### src/rtl/parser_pkg.sv
// parser_pkg: types and constants shared by the OBU parsing chain.
package parser_pkg;
   localparam int PARSER_DATA_WIDTH = 64;
   typedef enum logic [3:0] {
      SEQUENCE_HEADER        = 4'd1,
      TEMPORAL_DELIMITER     = 4'd2,
      FRAME_HEADER           = 4'd3,
      TILE_GROUP             = 4'd4,
      METADATA               = 4'd5,
      FRAME                  = 4'd6,
      REDUNDANT_FRAME_HEADER = 4'd7,
      TILE_LIST              = 4'd8,
      PADDING                = 4'd15
   } obu_type_e;
   typedef struct packed {
      logic [3:0]  obu_type;
      logic        extension_flag;
      logic        has_size_field;
      logic [2:0]  temporal_id;
      logic [1:0]  spatial_id;
      logic [31:0] obu_size;
   } obu_header_t;
endpackage

### src/rtl/obu_header_parser_if.sv
// obu_header_parser_if: bit-window handshake between the upstream aligner and the OBU header parser.
interface obu_header_parser_if import parser_pkg::*; #(
   parameter int PARSER_DATA_WIDTH = parser_pkg::PARSER_DATA_WIDTH
);
   logic [PARSER_DATA_WIDTH-1:0]         data_in;
   logic                                 data_valid;
   logic                                 start;
   logic                                 busy;
   logic                                 done;
   logic                                 error;
   obu_header_t                          obu_header;
   logic                                 pad;
   logic [$clog2(PARSER_DATA_WIDTH)-1:0] pad_len;
   logic                                 pop;
   modport master (output data_in, data_valid, start,
                   input busy, done, error, obu_header, pad, pad_len, pop);
   modport slave  (input data_in, data_valid, start,
                   output busy, done, error, obu_header, pad, pad_len, pop);
endinterface

### src/rtl/leb128_decoder.sv
// leb128_decoder: byte-serial leb128 accumulator into 32 bits; flags payload bits beyond bit 31
// and a continuation bit on the last permitted byte.
module leb128_decoder #(
   parameter int MAX_BYTES = 8
) (
   input  logic        clk,
   input  logic        rst_n,
   input  logic        clear,
   input  logic        byte_valid,
   input  logic [7:0]  byte_in,
   output logic        last,
   output logic        overflow,
   output logic [31:0] value
);
   localparam int CW = $clog2(MAX_BYTES + 1);
   logic [CW-1:0] cnt_q, cnt_d;
   logic [31:0]   value_q, value_d;
   logic          hi_bits;
   always_comb begin
      // byte 4 lands at bits 28..34, later bytes entirely at 35 and up
      hi_bits  = cnt_q > CW'(4) ? |byte_in[6:0] : cnt_q == CW'(4) && |byte_in[6:4];
      overflow = byte_valid && (hi_bits || (cnt_q == CW'(MAX_BYTES - 1) && byte_in[7]));
      last     = byte_valid && (!byte_in[7] || overflow);
      value_d  = clear ? '0 : byte_valid ? value_q | (32'(byte_in[6:0]) << (7 * cnt_q)) : value_q;
      cnt_d    = clear ? '0 : byte_valid ? cnt_q + 1'b1 : cnt_q;
   end
   always_ff @(posedge clk or negedge rst_n)
      if (!rst_n) begin
         cnt_q   <= '0;
         value_q <= '0;
      end else begin
         cnt_q   <= cnt_d;
         value_q <= value_d;
      end
   assign value = value_q;
endmodule

### src/rtl/obu_header_parser.sv
// obu_header_parser: byte-serial AV1 OBU header parser; extracts header, extension and leb128 size,
// then reports how much of the current window it consumed.
module obu_header_parser import parser_pkg::*; #(
   parameter int PARSER_DATA_WIDTH = parser_pkg::PARSER_DATA_WIDTH,
   parameter int MAX_LEB128_BYTES  = 8
) (
   input logic                clk,
   input logic                rst_n,
   obu_header_parser_if.slave bus
);
   localparam int NB = PARSER_DATA_WIDTH / 8;
   localparam int PW = $clog2(PARSER_DATA_WIDTH);
   localparam int BW = NB > 1 ? $clog2(NB) : 1;
   typedef enum logic [2:0] {IDLE, HDR, EXT, SIZE, FIN} state_e;
   state_e        state_q, state_d;
   logic [BW-1:0] ptr_q, ptr_d;
   obu_header_t   hdr_q, hdr_d;
   logic          err_q, err_d, busy_q, busy_d, done_q, done_d, error_q, error_d, pad_q, pad_d;
   logic [PW-1:0] pad_len_q, pad_len_d;
   logic [7:0]    cur;
   logic          consume, last_byte, leb_last, leb_ovf;
   logic [31:0]   leb_value;
   assign cur       = 8'(bus.data_in >> (PARSER_DATA_WIDTH - 8 - 8 * ptr_q));
   assign consume   = bus.data_valid && (state_q == HDR || state_q == EXT || state_q == SIZE);
   assign last_byte = ptr_q == BW'(NB - 1);
   leb128_decoder #(.MAX_BYTES(MAX_LEB128_BYTES)) u_leb (
      .clk(clk),
      .rst_n(rst_n),
      .clear(state_q == IDLE && bus.start),
      .byte_valid(consume && state_q == SIZE),
      .byte_in(cur),
      .last(leb_last),
      .overflow(leb_ovf),
      .value(leb_value)
   );
   always_comb begin
      state_d = state_q;
      ptr_d   = ptr_q;
      hdr_d   = hdr_q;
      err_d   = err_q;
      if (state_q == IDLE && bus.start) begin
         state_d = HDR;
         ptr_d   = '0;
         hdr_d   = '0;
         err_d   = 1'b0;
      end else if (consume) begin
         ptr_d = last_byte ? '0 : ptr_q + 1'b1;
         case (state_q)
            HDR: begin
               hdr_d.obu_type       = cur[6:3];
               hdr_d.extension_flag = cur[2];
               hdr_d.has_size_field = cur[1];
               err_d                = cur[7];
               state_d              = cur[7] ? FIN : cur[2] ? EXT : cur[1] ? SIZE : FIN;
            end
            EXT: begin
               hdr_d.temporal_id = cur[7:5];
               hdr_d.spatial_id  = cur[4:3];
               state_d           = hdr_q.has_size_field ? SIZE : FIN;
            end
            default: begin
               err_d   = leb_ovf;
               state_d = leb_last ? FIN : SIZE;
            end
         endcase
      end else if (state_q == FIN) begin
         state_d = IDLE;
      end
      busy_d    = state_d != IDLE;
      done_d    = state_d == FIN;
      error_d   = done_d && err_d;
      pad_d     = done_d && ptr_d != '0;
      pad_len_d = pad_d ? PW'({ptr_d, 3'b000}) : '0;
   end
   always_ff @(posedge clk or negedge rst_n)
      if (!rst_n) begin
         state_q   <= IDLE;
         ptr_q     <= '0;
         hdr_q     <= '0;
         err_q     <= 1'b0;
         busy_q    <= 1'b0;
         done_q    <= 1'b0;
         error_q   <= 1'b0;
         pad_q     <= 1'b0;
         pad_len_q <= '0;
      end else begin
         state_q   <= state_d;
         ptr_q     <= ptr_d;
         hdr_q     <= hdr_d;
         err_q     <= err_d;
         busy_q    <= busy_d;
         done_q    <= done_d;
         error_q   <= error_d;
         pad_q     <= pad_d;
         pad_len_q <= pad_len_d;
      end
   assign bus.busy    = busy_q;
   assign bus.done    = done_q;
   assign bus.error   = error_q;
   assign bus.pad     = pad_q;
   assign bus.pad_len = pad_len_q;
   assign bus.pop     = consume && last_byte;
   // the size field lives in the decoder so it is final in the same cycle as done
   always_comb begin
      bus.obu_header          = hdr_q;
      bus.obu_header.obu_size = leb_value;
   end
endmodule
### src/flat_wrapper.sv
// flat-port wrapper written by rule: the top's interface ports become plain ports
module obu_header_parser_flat import parser_pkg::*;
#(
   parameter int PARSER_DATA_WIDTH = parser_pkg::PARSER_DATA_WIDTH,
   parameter int MAX_LEB128_BYTES  = 8
)
  (clk, rst_n, bus_data_in, bus_data_valid, bus_start, bus_busy, bus_done, bus_error, bus_obu_header, bus_pad, bus_pad_len, bus_pop);
  obu_header_parser_if #(.PARSER_DATA_WIDTH(PARSER_DATA_WIDTH)) bus_i ();
  input logic clk;
  input logic rst_n;
  input wire logic [$bits(bus_i.data_in)-1:0] bus_data_in;
  input wire logic [$bits(bus_i.data_valid)-1:0] bus_data_valid;
  input wire logic [$bits(bus_i.start)-1:0] bus_start;
  output wire logic [$bits(bus_i.busy)-1:0] bus_busy;
  output wire logic [$bits(bus_i.done)-1:0] bus_done;
  output wire logic [$bits(bus_i.error)-1:0] bus_error;
  output wire logic [$bits(bus_i.obu_header)-1:0] bus_obu_header;
  output wire logic [$bits(bus_i.pad)-1:0] bus_pad;
  output wire logic [$bits(bus_i.pad_len)-1:0] bus_pad_len;
  output wire logic [$bits(bus_i.pop)-1:0] bus_pop;
  assign bus_i.data_in = bus_data_in;
  assign bus_i.data_valid = bus_data_valid;
  assign bus_i.start = bus_start;
  assign bus_busy = bus_i.busy;
  assign bus_done = bus_i.done;
  assign bus_error = bus_i.error;
  assign bus_obu_header = bus_i.obu_header;
  assign bus_pad = bus_i.pad;
  assign bus_pad_len = bus_i.pad_len;
  assign bus_pop = bus_i.pop;
  obu_header_parser #(.PARSER_DATA_WIDTH(PARSER_DATA_WIDTH), .MAX_LEB128_BYTES(MAX_LEB128_BYTES)) u_core (.clk(clk), .rst_n(rst_n), .bus(bus_i));
endmodule
### config.mk
export PLATFORM = sky130hd
export DESIGN_NAME = obu_header_parser_flat
export DESIGN_NICKNAME = d
export VERILOG_FILES = /design/src/rtl/parser_pkg.sv /design/src/rtl/obu_header_parser_if.sv /design/src/rtl/leb128_decoder.sv /design/src/rtl/obu_header_parser.sv /design/src/flat_wrapper.sv
export SDC_FILE = /design/constraint.sdc
export NUM_CORES = 1
export LEC_CHECK = 0
export ABC_AREA = 1
export ABC_CLOCK_PERIOD_IN_PS = 5500
export CORE_MARGIN = 10
export CORE_UTILIZATION = 68
export DETAILED_ROUTE_END_ITERATION = 10
export DONT_BUFFER_PORTS = 1
export PLACE_DENSITY = 0.81
export SLEW_MARGIN = 20
export SYNTH_ARGS = -nofsm -noshare
export SYNTH_HDL_FRONTEND = slang
export SYNTH_SLANG_ARGS = --single-unit
### constraint.sdc
create_clock -name clk -period 5.5 [get_ports clk]
set_clock_uncertainty 0.1 [all_clocks]
set_input_delay 0.55 -clock clk [delete_from_list [all_inputs] [get_ports clk]]
set_output_delay 0.55 -clock clk [all_outputs]
set_load 0.01 [all_outputs]
==> flow_summary.yaml, run 1 <==
cts:
  cts_setup_buffers: 0
  cts.sinks: 61
  h-tree-depth: 3
  cts_tree: "done"
  cts_buffers: 9
  root_buffer: "clkbuf_8"
  clk_path_buf_depth: 2
  path_clk_slew_ns: 0.07
  insertion_delay_ns: 0.34
min_path:
  min_path_type: "reg2reg"
  worstHoldPathCells: 1
timing:
  whs_ns: 0.4103
  drv_slew: 0
  period_share: 0.4733
  hold_viol_final: 0
  setup_viol: 0
  fin_ws_ns: 2.897
  setup_tns_ns: 0
  max_freq_mhz: 384.2
  worst_pin_slew_ns: 0.6241
  max_slew_margin: 0.5824
  min_period_ns: 2.603
  rsz0062_at_grt: "false"
power_and_ir_drop:
  fin_total_pwr_mw: 2.252
  powerDensity_nw_per_um2: 620.9
  p_leak_nw: 1.978
  ir_worst_vdd_mv: 0.3972
logic_synthesis:
  syn_inst: 481
  syn_avg_cell_area_um2: 7.091
  synth_cell_types: 28
  ys_seq_area_frac: 0.4475
  synth_seq_cells: 61
  netlist.area_leader.share: 0.4475
  syn_area_um2: 3411
  synth_warnings: 0
  synth_area_leader_cell: "dfrtp_1"
  synth.area.top_cells: "dfrtp_1 (45%), nand2_1 (16%), inv_1 (7.6%)"
cells_and_area:
  n_antenna_cell: 0
  most-common-layout-cells: "nand2_1 (142), inv_1 (69), dfrtp_1 (60)"
  final_nets: 547
  multi_input_area_um2: 1470
  drive_above_1_share: 0.07500
  design_area_um2: 3627
  area_growth_pct: 6.346
  nFillCells: 361
  layout.cells.most_common: "nand2_1"
  regArea_um2: 1528
routing:
  postRouteAntennaNets: 0
  remaining_drc_errors: 0
  vias: 3068
  vias_per_cell: 5.609
  dr.pass1.iters: 5
  drt-initial-drc-count: 190
  wl_per_cell_um: 16.83
  wirelength_mm: 9.206
grt:
  grt_first_pass_wirelength_mm: 14.75
  grt_max_degree: 62
  grt_pass1_vias: 2860
  grt_overflow_total: 0
  antenna_found_initial: 0
  grt.total_usage: 0.2184
critical_path:
  crit_type: "reg2reg"
  reg2reg_slack_ns: 2.90
  critPathCapture: "u_core.u_leb.value[26]"
  endpoint_kind: "flip-flop"
  arrival_ns: 2.76
  r2r-end: "u_core.u_leb.value[26]"
  crit_start: "u_core.state_q[0]"
  r2r_cells: 9
  crit_fanout: 36
  start_kind: "flip-flop"
  cp_data_required_time_ns: 5.66
  r2r-start: "u_core.state_q[0]"
placement:
  portBuffers: 0
  dpl-instance-area_um2: 3364
  hpwl_mm: 6.753
  post-place-ws_ns: 2.653
  finalWeightedCongestion: 0.8655
floorplan:
  die_area_um2: 8248
  die_h_um: 90.82
  start_util: 0.7127
  rows: 25
  core_area_um2: 4786
  io_pins: 122
  die_w_um: 90.82
run_status:
  outcome: "finished, final reports clean"
flow_run:
  max_cap_violations: 0
## synthesized netlist by cell type
cell type	count
nand3_2	2
inv_1	69
buf_1	1
o21ai_0	19
a21oi_1	32
and2_1	1
nand3_1	24
nor2_2	3
nand2_2	6
clkbuf_1	5
clkinv_1	1
inv_2	4
o22ai_1	4
dfrtp_1	61
nor2_4	3
a31oi_1	6
o21ai_1	6
a22o_1	1
ha_1	4
buf_2	5
conb_1	1
nand4_1	4
inv_4	1
nor2_1	58
buf_6	4
buf_4	6
nor3_1	8
nand2_1	142
## sequential cells by signal, summed over array words and instances (netlist names)
register	flops
u_core.u_leb.value	32
u_core.bus.obu_header	11
u_core.ptr_q	3
u_core.bus.error	1
u_core.bus.pad	1
u_core.err_q	1
u_core.state_q	3
u_core.u_leb.cnt_q	4
u_core.bus.pad_len	3
u_core.bus.busy	1
u_core.bus.done	1
## worst min-delay path by stage
stage | from | endpoint | slack [ns]
2_1_floorplan | rst_n | u_core.bus.busy | 0.15
4_1_cts | u_core.u_leb.cnt_q[2] | u_core.u_leb.cnt_q[2] | 0.41
5_1_grt | u_core.u_leb.cnt_q[2] | u_core.u_leb.cnt_q[2] | 0.47
3_5_place_dp | rst_n | u_core.bus.obu_header[32] | 0.16
6_report | u_core.u_leb.cnt_q[2] | u_core.u_leb.cnt_q[2] | 0.41
3_3_place_gp | rst_n | u_core.bus.obu_header[39] | 0.16
## stage by stage
step                      cells    util
after floorplan             483       -
after global placement      529  0.7030
after detailed placement    529  0.7030
after CTS                   547  0.7576
after global routing        547  0.7579
final                       547  0.7579
## worst max-delay path, stage by stage, from the launching register on
cell	delay (ns)
dfrtp_1	0.41
nor2_2	0.17
nand3_2	0.23
inv_2	0.52
nor2_1	0.19
nor2_2	0.24
inv_2	0.10
nor2_4	0.32
a21oi_1	0.13
nor2_1	0.11
## metal layers
layer  up-vias  track usage  wire length [um]
met4         0      0.05483               120
met2       165       0.3335              4181
li1       1473            -                 -
met3        18       0.1172              1294
met5         -            0                 0
met1      1412       0.2635              3609
## power breakdown
group / internal (mW) / switching (mW) / leakage (nW)
Sequential: 0.622 / 0.269 / 0.799
Clock: 0.269 / 0.178 / 0.114
Combinational: 0.285 / 0.629 / 1.06
## area by class of cell
class,count,share of cell area
well taps,67,0.02311
clock inverters,5,0.02277
clock buffers,11,0.03898
multi-input cells,326,0.4053
repair buffers,2,0.01035
inverters,75,0.07830
flip-flops and latches,61,0.4212
## cell families (layout without fill, tap and decap cells)
| group | count (synthesis) | count (layout) | synth area share |
|---|---|---|---|
| other | 1 | 3 | 0.001099 |
| adders and majority gates | 4 | 4 | 0.01467 |
| DFF | 61 | 61 | 0.4475 |
| buffers and inverters | 96 | 93 | 0.1236 |
| and+or+nand+nor | 251 | 251 | 0.3085 |
| AOI/OAI and AO/OA | 68 | 68 | 0.1045 |
## repair_timing
action	in CTS	in global routing
gates resized for setup	0	0
hold endpoints to repair	61	0
hold buffers	2	0
(Power assumes the default switching activity.)
==> run 2: changes to the inputs <==
Settings changed: ABC_CLOCK_PERIOD_IN_PS 5500 to 2450, CORE_UTILIZATION 68 to 63, PLACE_DENSITY 0.81 to 0.76.
Clock period 5.5 ns to 2.45 ns, I/O delays scaled along.
==> run 2 against run 1 <==
  * Wire length decreased by 0.25%
  * Highest routed layer unchanged
  * Power increased by 120%
  * First-iteration DRC count decreased by 1.1%
==> flow_summary.yaml, run 2 (synthesis results as in run 1) <==
run_status:
  outcome: "finished, final reports clean"
placement:
  hpwl_mm: 7.050
  finalWeightedCongestion: 0.9201
  portBuffers: 0
grt:
  antenna_found_initial: 0
  grtUsageMet3: 0.09353
  use_met1: 0.2489
  grt_pass1_vias: 2952
  grt_first_pass_wirelength_mm: 14.79
  grt_max_degree: 62
  use_met2: 0.3364
  grt.total_usage: 0.2114
  grt_overflow_total: 0
  top_usage_layer: "met2"
power_and_ir_drop:
  swShare: 0.4897
  p_leak_nw: 1.983
  comb_power_share: 0.455
  ir_worst_vdd_mv: 0.8562
  sequentialPowerShare: 0.383
  p_int_mw: 2.505
  powerDensity_nw_per_um2: 1354
  clkPwrFrac: 0.162
  p_switching_mw: 2.405
  fin_total_pwr_mw: 4.910
routing:
  dr.pass1.iters: 4
  vias_per_cell: 5.398
  wl_per_cell_um: 16.55
  drt-initial-drc-count: 188
  remaining_drc_errors: 0
  vias: 2996
  wirelength_mm: 9.183
  postRouteAntennaNets: 0
floorplan:
  die_w_um: 93.58
  core_area_um2: 5172
  io_pins: 122
  rows: 26
  die_h_um: 93.58
  start_util: 0.6594
  die_area_um2: 8757
cts:
  cts_resized: 0
  cts_buffers: 9
  cts.sinks: 61
  clk_path_buf_depth: 2
  root_buffer: "clkbuf_8"
  insertion_delay_ns: 0.34
  h-tree-depth: 3
  cts_setup_buffers: 0
  path_clk_slew_ns: 0.06
  cts_tree: "done"
timing:
  period_share: 0.8707
  max_freq_mhz: 468.8
  setup_tns_ns: 0
  setup_viol: 0
  max_slew_margin: 0.5861
  hold_viol_final: 0
  worst_pin_slew_ns: 0.6186
  rsz0062_at_grt: "false"
  min_period_ns: 2.133
  drv_slew: 0
critical_path:
  crit_slowest_cell: "dfrtp_1"
  endpoint_kind: "flip-flop"
  cp_cell_sequence: "nor2_1 > inv_1 > nor2_1 > inv_1 > nor2_4 > nor2_1 > nor2_2 > inv_2 > nor2_4 > a31oi_1 > nor2_1"
  crit_fanout: 14
  cpPeakStageDelay_ns: 0.41
  crit_path_frequent_cell: "nor2_1"
  critPathTopFamily: "simple AND/OR/NAND/NOR gates"
  start_kind: "flip-flop"
  arrival_ns: 2.29
  path_buf_inv: 3
  cp_data_required_time_ns: 2.61
  crit_type: "reg2reg"
flow_run:
  max_cap_violations: 0
cells_and_area:
  n_antenna_cell: 0
  nFillCells: 459
  area_growth_pct: 6.346
  most-common-layout-cells: "nand2_1 (142), inv_1 (69), dfrtp_1 (61)"
  largest_reg_flops: 32
  drive_above_1_share: 0.08247
  layout.cells.most_common: "nand2_1"
  final_nets: 553
min_path:
  min_path_type: "in2reg"
[run 2: path summary, 6_finish.rpt]
check                           cells after the start                   from  slack (ns)                     end
min in group asynchronous                           2                  rst_n        0.33  u_core.u_leb.value[30]
worst max-delay path                               11      u_core.state_q[2]        0.32  u_core.u_leb.value[14]
worst min register to register                      1  u_core.u_leb.cnt_q[2]        0.44   u_core.u_leb.cnt_q[2]
worst min-delay path                                4         bus_data_valid        0.18       u_core.state_q[2]
max in group asynchronous                           2                  rst_n        1.66       u_core.state_q[1]
worst max register to register                     11      u_core.state_q[2]        0.32  u_core.u_leb.value[14]
[run 2: layer usage]
layer | share of wire | vias to the layer above
li1 | - | 1481
met1 | 0.42 | 1372
met2 | 0.46 | 126
met3 | 0.11 | 17
met4 | 0.019 | 0
met5 | 0 | -
[run 2: power groups by stage]
stage	Combinational (mW)	Sequential (mW)	Clock, mW
floorplan	1.84	1.75	0
global placement	2.12	1.90	0
detailed placement	2.18	1.91	0
CTS	2.22	1.89	0.804
global route	2.58	1.94	0.853
finish	2.24	1.88	0.793
[run 2: cell type report]
cell class              count  area (um2)  area share
repair buffers              8       82.58     0.02277
inverters                  75       284.0     0.07830
multi-input cells         326        1470      0.4053
clock inverters             3       21.27    0.005864
clock buffers              12       155.1     0.04277
well taps                  70       87.58     0.02415
flip-flops and latches     61        1526      0.4208
[run 2: per-stage QoR]
step / hold WS (ns) / utilization / area (um2) / setup WS (ns) / instances
2_1_floorplan: -0.1506 / - / 3418 / 0.4704 / 483
3_3_place_gp: -0.1488 / 0.6599 / 3413 / 0.4203 / 538
3_5_place_dp: -0.1487 / 0.6599 / 3413 / 0.3547 / 538
4_1_cts: 0.1826 / 0.7013 / 3627 / 0.3545 / 555
5_1_grt: 0.2176 / 0.7013 / 3627 / 0.06493 / 555
6_report: 0.1829 / 0.7013 / 3627 / 0.3167 / 555
[run 2: tightest hold or removal path, cell delays in order]
cell	delay, ns
inv_1	0.11
a21oi_1	0.09
nand2_1	0.10
inv_1	0.04
[run 2: what timing repair did]
| item | 4_1_cts | 5_1_grt |
|---|---|---|
| setup endpoints to repair | 0 | 0 |
| hold buffers | 2 | 0 |
| hold endpoints to repair | 61 | 0 |
==> patch: new RTL, config.mk and constraints of run 2 <==
One comparison of `cnt_q` changes from == to >=.
--- a/src/rtl/leb128_decoder.sv
+++ b/src/rtl/leb128_decoder.sv
@@ -21,3 +21,3 @@
       hi_bits  = cnt_q > CW'(4) ? |byte_in[6:0] : cnt_q == CW'(4) && |byte_in[6:4];
-      overflow = byte_valid && (hi_bits || (cnt_q == CW'(MAX_BYTES - 1) && byte_in[7]));
+      overflow = byte_valid && (hi_bits || (cnt_q >= CW'(MAX_BYTES - 1) && byte_in[7]));
       last     = byte_valid && (!byte_in[7] || overflow);
Formal check against the unedited RTL: no difference found for any inputs over 10 cycles, from zero or initial values and one cycle with rst_n low; that may be too few to reach the edited logic, so the function may still have changed.
==> patch against run 2 <==
- design area is 2.4% higher
- non-clock buffer count is 3 higher
- total power is 6.0% higher
- sequential cell count stayed put
- setup slack worse by 24 ps
- die area is 1.9% higher
- synthesized area is 2.5% higher
- routed wire length is 2.7% lower
- critical path type unchanged
- critical endpoint is now u_core.bus.busy
- highest routed layer unchanged
==> patch: results (changes against run 2) <==
----------------------------------------------------
[Worst setup path]
  Maximum fanout along the worst path ... 20 (+6)
  R2R setup slack ... 290 ps (-20 ps)
  Worst path max stage delay ... 510 ps (+100 ps)
  Crit path DAT ... 2270 ps (-20 ps)
  Reg2Reg Launch Point ... u_core.ptr_q[0]

[Yosys]
  Complex-gate fraction of the synthesized area ... 0.1153 (+0.01074)
  Share of synthesized cell area in full adder, half adder and majority cells ... 0.01432 (-0.0003520)
  Netlist area before placement ... 0.003495 sq mm (+2.5%)
  Cell count after synthesis ... 480 (-0.21%)
  Cell types with the largest area share after synthesis ... sky130_fd_sc_hd__dfrtp_1 44%, sky130_fd_sc_hd__nand2_1 15%, sky130_fd_sc_hd__inv_1 6.6%, sky130_fd_sc_hd__nor2_1 6.4%, sky130_fd_sc_hd__a21oi_1 3.7%
  Register area share after synthesis ... 0.4368 (-0.01074)
  Commonest cells in the synthesized netlist ... 138 x sky130_fd_sc_hd__nand2_1, 61 x sky130_fd_sc_hd__dfrtp_1, 61 x sky130_fd_sc_hd__inv_1

[Power]
  LEAKAGE ... 2.018 nW (+1.8%)
  Cell Int Power ... 2.589 mW (+3.3%)

[Worst hold path]
  End of the worst hold path ... u_core.bus.obu_header[36]

[Drt]
  Iter 0 DRT Violations ... 183 (-2.7%)

[Final layout]
  Ratio of cells with drive above 1 in the final layout ... 0.1191 (+0.03662)
  Filler cell count ... 484 (+5.4%)
  # nets final ... 554 (+0.18%)
  Final instance count without filler cells ... 559 (+0.72%)

[Outcome]
  Result of the run ... complete, no violations

[GRT]
  Gr usage total ... 0.1999 (-0.01154)
  Number of global-route vias before repair ... 2883 (-2.3%)
  Wire length of the first global-routing pass ... 14.22 mm (-3.9%)

[Placed design]
  Cell count after placement ... 540 (+0.37%)

[Timing]
  Hold Worst Slack ... 26.86 ps (-156.1 ps)

----------------------------------------------------
-- patch: logic make-up after synthesis --
group                      Yosys count
AOI/OAI and AO/OA                   70
adders and majority gates            4
buffers and inverters               91
DFF                                 61
other                                1
and+or+nand+nor                    253
-- patch: timing repair --
| action | 4_1_cts | 5_1_grt |
|---|---|---|
| gates resized for setup | 0 | 0 |
| hold endpoints to repair | 62 | 0 |
| hold buffers | 3 | 0 |
-- patch: routing by layer --
layer,share of wire,vias up,global-route usage
li1,-,1496,-
met1,0.39,1350,0.2357
met2,0.50,99,0.3307
met3,0.10,8,0.08010
met4,0.0082,0,0.05611
met5,0,-,0
-- patch: layout make-up --
class                           count  area (sq um)  share of cell area
Clock inverter                      7         51.30             0.01380
Clock buffer                        9         123.9             0.03333
Tap cell                           72         90.09             0.02424
Sequential cell                    61          1526              0.4108
Multi-Input combinational cell    330          1553              0.4178
Timing Repair Buffer               11         107.6             0.02896
Inverter                           69         264.0             0.07104
-- patch: how the worst max path moves through the flow --
stage / startpoint / endpoint / cells after the start
floorplan: u_core.u_leb.cnt_q[0] / u_core.bus.busy / 12
global placement: u_core.ptr_q[0] / u_core.bus.busy / 16
detailed placement: u_core.ptr_q[0] / u_core.bus.busy / 14
CTS: u_core.state_q[2] / bus_pop / 5
global route: u_core.ptr_q[0] / u_core.bus.busy / 12
finish: u_core.ptr_q[0] / u_core.bus.busy / 14
-- patch: power by group through the flow --
stage | sequential [mW] | clock (mW) | combinational (mW)
CTS | 1.98 | 0.803 | 2.46
floorplan | 1.82 | 0 | 2.05
detailed placement | 2.00 | 0 | 2.42
global placement | 1.98 | 0 | 2.36
finish | 1.97 | 0.784 | 2.45
global route | 2.03 | 0.855 | 2.83
